<file path="config.mk">
export PLATFORM = sky130hd
export DESIGN_NAME = fetch_unit
export DESIGN_NICKNAME = d
export VERILOG_FILES = /design/src/rtl/fetch_unit.sv
export SDC_FILE = /design/constraint.sdc
export NUM_CORES = 1
export LEC_CHECK = 0
export BUFFER_PORTS_ARGS = -buffer_cell sky130_fd_sc_hd__buf_4
export CORE_MARGIN = 8
export CORE_UTILIZATION = 50
export CTS_BUF_LIST = sky130_fd_sc_hd__clkbuf_2
export DETAILED_ROUTE_END_ITERATION = 6
export GPL_ROUTABILITY_DRIVEN = 0
export PLACE_DENSITY = 0.72
export REMOVE_ABC_BUFFERS = 1
export SKIP_CTS_REPAIR_TIMING = 1
export SKIP_LAST_GASP = 1
export SYNTH_ARGS = -nofsm -noshare
export SYNTH_HDL_FRONTEND = slang
export SYNTH_SLANG_ARGS = --single-unit
</file>
<file path="constraint.sdc">
create_clock -name clk -period 6.7 [get_ports clk]
set_clock_uncertainty 0.1 [all_clocks]
set_input_delay 1.34 -clock clk [delete_from_list [all_inputs] [get_ports clk]]
set_output_delay 1.34 -clock clk [all_outputs]
set_load 0.1 [all_outputs]
</file>
<file path="src/rtl/fetch_unit.sv">
// Instruction fetch unit: one-outstanding-request memory FSM feeding a 2-entry
// instruction queue. Define FETCH_ALIGN_CHECK_EN to turn misaligned PCs into adel entries.
module fetch_unit #(
    parameter logic [31:0] RESET_PC = 32'hBFC0_0000
) (
    input  logic        clk,
    input  logic        resetn,
    output logic        ireq_valid,
    output logic [31:0] ireq_addr,
    input  logic        ireq_addr_ok,
    input  logic        ireq_data_ok,
    input  logic [31:0] ireq_data,
    output logic        fetch_valid,
    output logic [31:0] fetch_instr,
    output logic [31:0] fetch_pc,
    input  logic        fetch_ready,
`ifdef FETCH_ALIGN_CHECK_EN
    output logic        fetch_adel,
`endif
    input  logic        redirect_valid,
    input  logic [31:0] redirect_pc
);

    typedef enum logic [1:0] {
        S_IDLE = 2'd0,
        S_REQ  = 2'd1,
        S_WAIT = 2'd2
    } state_e;

    state_e      state_q, state_d;
    logic        drop_q, drop_d;
    logic [31:0] pc_q, pc_d;
    logic        ireq_valid_q, ireq_valid_d;
    logic [31:0] ireq_addr_q, ireq_addr_d;

    logic [31:0] q_instr_q [2];
    logic [31:0] q_pc_q    [2];
    logic        rd_q, rd_d;
    logic [1:0]  cnt_q, cnt_d;

    logic        pop;
    logic        data_push;
    logic        adel_push;
    logic        push;
    logic        want_issue;
    logic        wr_idx;
    logic [1:0]  cnt_mid;
    logic [1:0]  cnt_pre;
    logic [31:0] issue_addr;
    logic [31:0] push_instr;
    logic [31:0] push_pc;

`ifdef FETCH_ALIGN_CHECK_EN
    logic        q_adel_q [2];
    logic        halt_q, halt_d;
`endif

    always_comb begin
        pop        = (cnt_q != 2'd0) && fetch_ready;
        rd_d       = rd_q ^ pop;
        // A redirect flushes whatever survives this cycle's pop.
        cnt_mid    = redirect_valid ? 2'd0 : (cnt_q - {1'b0, pop});
        data_push  = (state_q == S_WAIT) && ireq_data_ok && !drop_q && !redirect_valid;
        cnt_pre    = cnt_mid + {1'b0, data_push};
        issue_addr = redirect_valid ? redirect_pc : pc_q;

        state_d      = state_q;
        drop_d       = drop_q;
        pc_d         = issue_addr;
        ireq_valid_d = ireq_valid_q;
        ireq_addr_d  = ireq_addr_q;
        want_issue   = 1'b0;
        adel_push    = 1'b0;
`ifdef FETCH_ALIGN_CHECK_EN
        halt_d       = halt_q && !redirect_valid;
`endif

        unique case (state_q)
            S_IDLE: want_issue = 1'b1;
            S_REQ: begin
                // The held request can't be withdrawn; mark its response stale instead.
                if (redirect_valid) drop_d = 1'b1;
                if (ireq_addr_ok) begin
                    state_d      = S_WAIT;
                    ireq_valid_d = 1'b0;
                    if (!drop_q && !redirect_valid) pc_d = pc_q + 32'd4;
                end
            end
            S_WAIT: begin
                if (ireq_data_ok) begin
                    drop_d     = 1'b0;
                    state_d    = S_IDLE;
                    want_issue = 1'b1;
                end else if (redirect_valid) begin
                    drop_d = 1'b1;
                end
            end
            default: state_d = S_IDLE;
        endcase

`ifdef FETCH_ALIGN_CHECK_EN
        if (want_issue && (cnt_pre < 2'd2) && !halt_d) begin
            if (issue_addr[1:0] != 2'b00) begin
                adel_push = 1'b1;
                halt_d    = 1'b1;
            end else begin
                state_d      = S_REQ;
                ireq_valid_d = 1'b1;
                ireq_addr_d  = issue_addr;
            end
        end
`else
        if (want_issue && (cnt_pre < 2'd2)) begin
            state_d      = S_REQ;
            ireq_valid_d = 1'b1;
            ireq_addr_d  = issue_addr;
        end
`endif

        push       = data_push || adel_push;
        push_instr = data_push ? ireq_data : 32'd0;
        push_pc    = data_push ? ireq_addr_q : issue_addr;
        wr_idx     = rd_d ^ cnt_mid[0];
        cnt_d      = cnt_mid + {1'b0, push};
    end

    always_ff @(posedge clk or negedge resetn) begin
        if (!resetn) begin
            state_q      <= S_IDLE;
            drop_q       <= 1'b0;
            pc_q         <= RESET_PC;
            ireq_valid_q <= 1'b0;
            ireq_addr_q  <= RESET_PC;
            rd_q         <= 1'b0;
            cnt_q        <= 2'd0;
            for (int i = 0; i < 2; i++) begin
                q_instr_q[i] <= 32'd0;
                q_pc_q[i]    <= 32'd0;
`ifdef FETCH_ALIGN_CHECK_EN
                q_adel_q[i]  <= 1'b0;
`endif
            end
`ifdef FETCH_ALIGN_CHECK_EN
            halt_q       <= 1'b0;
`endif
        end else begin
            state_q      <= state_d;
            drop_q       <= drop_d;
            pc_q         <= pc_d;
            ireq_valid_q <= ireq_valid_d;
            ireq_addr_q  <= ireq_addr_d;
            rd_q         <= rd_d;
            cnt_q        <= cnt_d;
            if (push) begin
                q_instr_q[wr_idx] <= push_instr;
                q_pc_q[wr_idx]    <= push_pc;
`ifdef FETCH_ALIGN_CHECK_EN
                q_adel_q[wr_idx]  <= adel_push;
`endif
            end
`ifdef FETCH_ALIGN_CHECK_EN
            halt_q       <= halt_d;
`endif
        end
    end

    assign ireq_valid  = ireq_valid_q;
    assign ireq_addr   = ireq_addr_q;
    assign fetch_valid = (cnt_q != 2'd0);
    assign fetch_instr = q_instr_q[rd_q];
    assign fetch_pc    = q_pc_q[rd_q];
`ifdef FETCH_ALIGN_CHECK_EN
    assign fetch_adel  = fetch_valid && q_adel_q[rd_q];
`endif

endmodule

</file>
==> results.cfg <==
[sta]
slew_headroom_pct = 27.3
rsz0062_at_grt = no
slew_violations = 0
period_share_pct = 64.9
fin_ws_ns = 2.35
fmax_mhz = 230
period_needed_ns = 4.35
tns_ns = 0
hold_viol_final = 0
setup_viol = 0
worstMarginPinSlew_ns = 1.09

[logic_synthesis]
synth_warnings = 0
yosysTopAreaCellShare_pct = 50.1
syn_area_sq_um = 9040
syn_inst = 710
yosysTopAreaCell = dfrtp_1
synth-edff-count = 0
async_reset_ff_share_pct = 100
synth_area_per_cell_sq_um = 12.7
synth.distinct_cells = 46
synth_flop_cell = dfrtp_1
ys_ff_latch = 199
ys_seq_area_share_pct = 55.3
synth.area.top_cells = dfrtp_1 50%, mux2_2 21%, dfstp_2 5.2%

[layout]
area_growth_syn_to_layout_pct = 17.0
drive_above_1_share_pct = 45.1
fin_area_sq_um = 10600
fillers = 1443
antenna_cells = 0
nets = 939

[floorplan]
dieArea_sq_um = 22600
rows = 49
start_util_pct = 50.7
dieHeight_um = 150
coreArea_sq_um = 17800
die_w_um = 150
num_io_pins = 168

[place]
io_buffer_count = 167
place_area_sq_um = 10400
place_ws_ns = 2.28
post-dp-hpwl_um = 14100

[route]
ant_nets = 0
drtIter0Drc = 306
routed_wl_um = 20400
first_pass_iters = 4
post-route-drc-count = 0
drt-vias-per-instance = 5.49
post_drt_wl_per_cell_um = 18.5
num_vias = 6051

[global_route]
grt_util_all_layers_pct = 18.6
grt_start_max_net_pins = 137
grt_pass1_vias = 6493
antenna_found_initial = 1
grt_overflow = 0
grt_pass1_wl_um = 33500

[setup_path]
cp-end-kind = primary output
critPathRequiredTime_ns = 5.26
cp.arrival_ns = 2.91
path_class = reg2out
startpoint_type = flop
cp_max_fo = 33

[cts]
insertion_delay_ns = 0.73
numCtsBuffers = 17
cts.sinks = 199
cts_tree = done
htreeDepth = 4
cts-root-buf = clkbuf_2
cts_buffer_depth = 2
path_clk_slew_ns = 0.24

[job]
cap_violations = 0

[run_status]
outcome = completed

[hold_path]
hp-class = reg2reg
## layout by cell type (no fill, tap or decap), types with 18 or more instances in the layout
cell	Yosys	routed
nor2_1	37	37
a31oi_1	26	26
mux2_2	165	165
buf_4	0	171
o21ai_0	27	27
dfstp_2	18	18
mux2_1	33	33
nand2_1	62	61
dfrtp_1	181	180
clkbuf_2	0	19
## stage by stage
step / hold WS, ns / std cells / util (%)
after floorplan: 0.352 / 671 / -
after global placement: 0.361 / 1072 / 58.4
after detailed placement: 0.368 / 1072 / 58.4
after CTS: 0.418 / 1102 / 59.3
after global routing: 0.440 / 1102 / 59.3
final: 0.411 / 1102 / 59.3
## cell type report
type / count / area (sq um) / area share [%]
clock buffer: 19 / 95.1 / 0.899
tap: 229 / 287 / 2.71
inverter: 8 / 30.0 / 0.284
sequential: 199 / 5000 / 47.3
multi-input combinational: 464 / 3800 / 36.0
clock inverter: 11 / 61.3 / 0.580
timing repair buffer: 172 / 1300 / 12.3
## synthesized netlist by cell type (2+ instances only)
cell      instances
a21o_1            2
a21oi_1           8
a31oi_1          26
and3_1            5
and3_2            2
and4_1            2
buf_2             7
buf_6             6
clkbuf_1         23
clkbuf_8          2
dfrtp_1         181
dfstp_2          18
ha_1              7
inv_1             8
mux2_1           33
mux2_2          165
mux2i_1           6
nand2_1          62
nand3_1           5
nand4_1          11
nor2_1           37
nor3_1            8
nor4_1            6
o211ai_1          2
o21a_1            3
o21ai_0          27
or2_2             2
or3_1             2
or4_1             2
xnor2_1          16
xor2_1           11
## layer usage
metal | vias to the layer above | wire length (um) | part of all wire, % | global-route usage, %
met1 | 3039 | 9320 | 46 | 24.7
met5 | - | 9 | 0.044 | 0
met4 | 2 | 301 | 1.5 | 5.70
met2 | 172 | 9570 | 47 | 29.5
met3 | 25 | 1220 | 6.0 | 4.63
li1 | 2813 | - | - | -
## worst max-delay path: stages, from the launching register on
cell,delay [ns]
dfrtp_2,0.93
buf_4,0.59
mux2_2,0.41
buf_4,0.23
## registers in the layout (all words and copies together) (netlist names)
name        cells
cnt_q           2
ireq_addr      32
rd_q            1
state_q         2
pc_q           32
drop_q          1
q_pc_q         64
q_instr_q      64
ireq_valid      1
## final timing paths
path                            start       endpoint  slack [ns]  cells past startpoint
min                        q_pc_q[11]     q_pc_q[11]        0.41                      1
max in group asynchronous      resetn           rd_q        4.44                      2
max reg2reg                      rd_q     q_pc_q[52]        3.20                      5
min in group asynchronous      resetn  q_instr_q[19]        0.61                      1
min reg2reg                q_pc_q[11]     q_pc_q[11]        0.41                      1
max                              rd_q   fetch_pc[28]        2.35                      3
## cell families (layout without fill, tap and decap cells)
kind of cell | count (synthesis) | count (layout) | share of synthesized area (%)
AOI/OAI and AO/OA | 74 | 74 | 4.86
xor gates and xnor gates | 28 | 28 | 2.79
adders and majority gates | 7 | 7 | 0.968
buffers and inverters | 47 | 210 | 2.77
DFF | 199 | 199 | 55.3
muxes | 204 | 204 | 25.3
and+or+nand+nor | 151 | 151 | 7.98
Power is not shown: default switching activity piles up to over one toggle a cycle in this logic, so the estimate is an artifact.
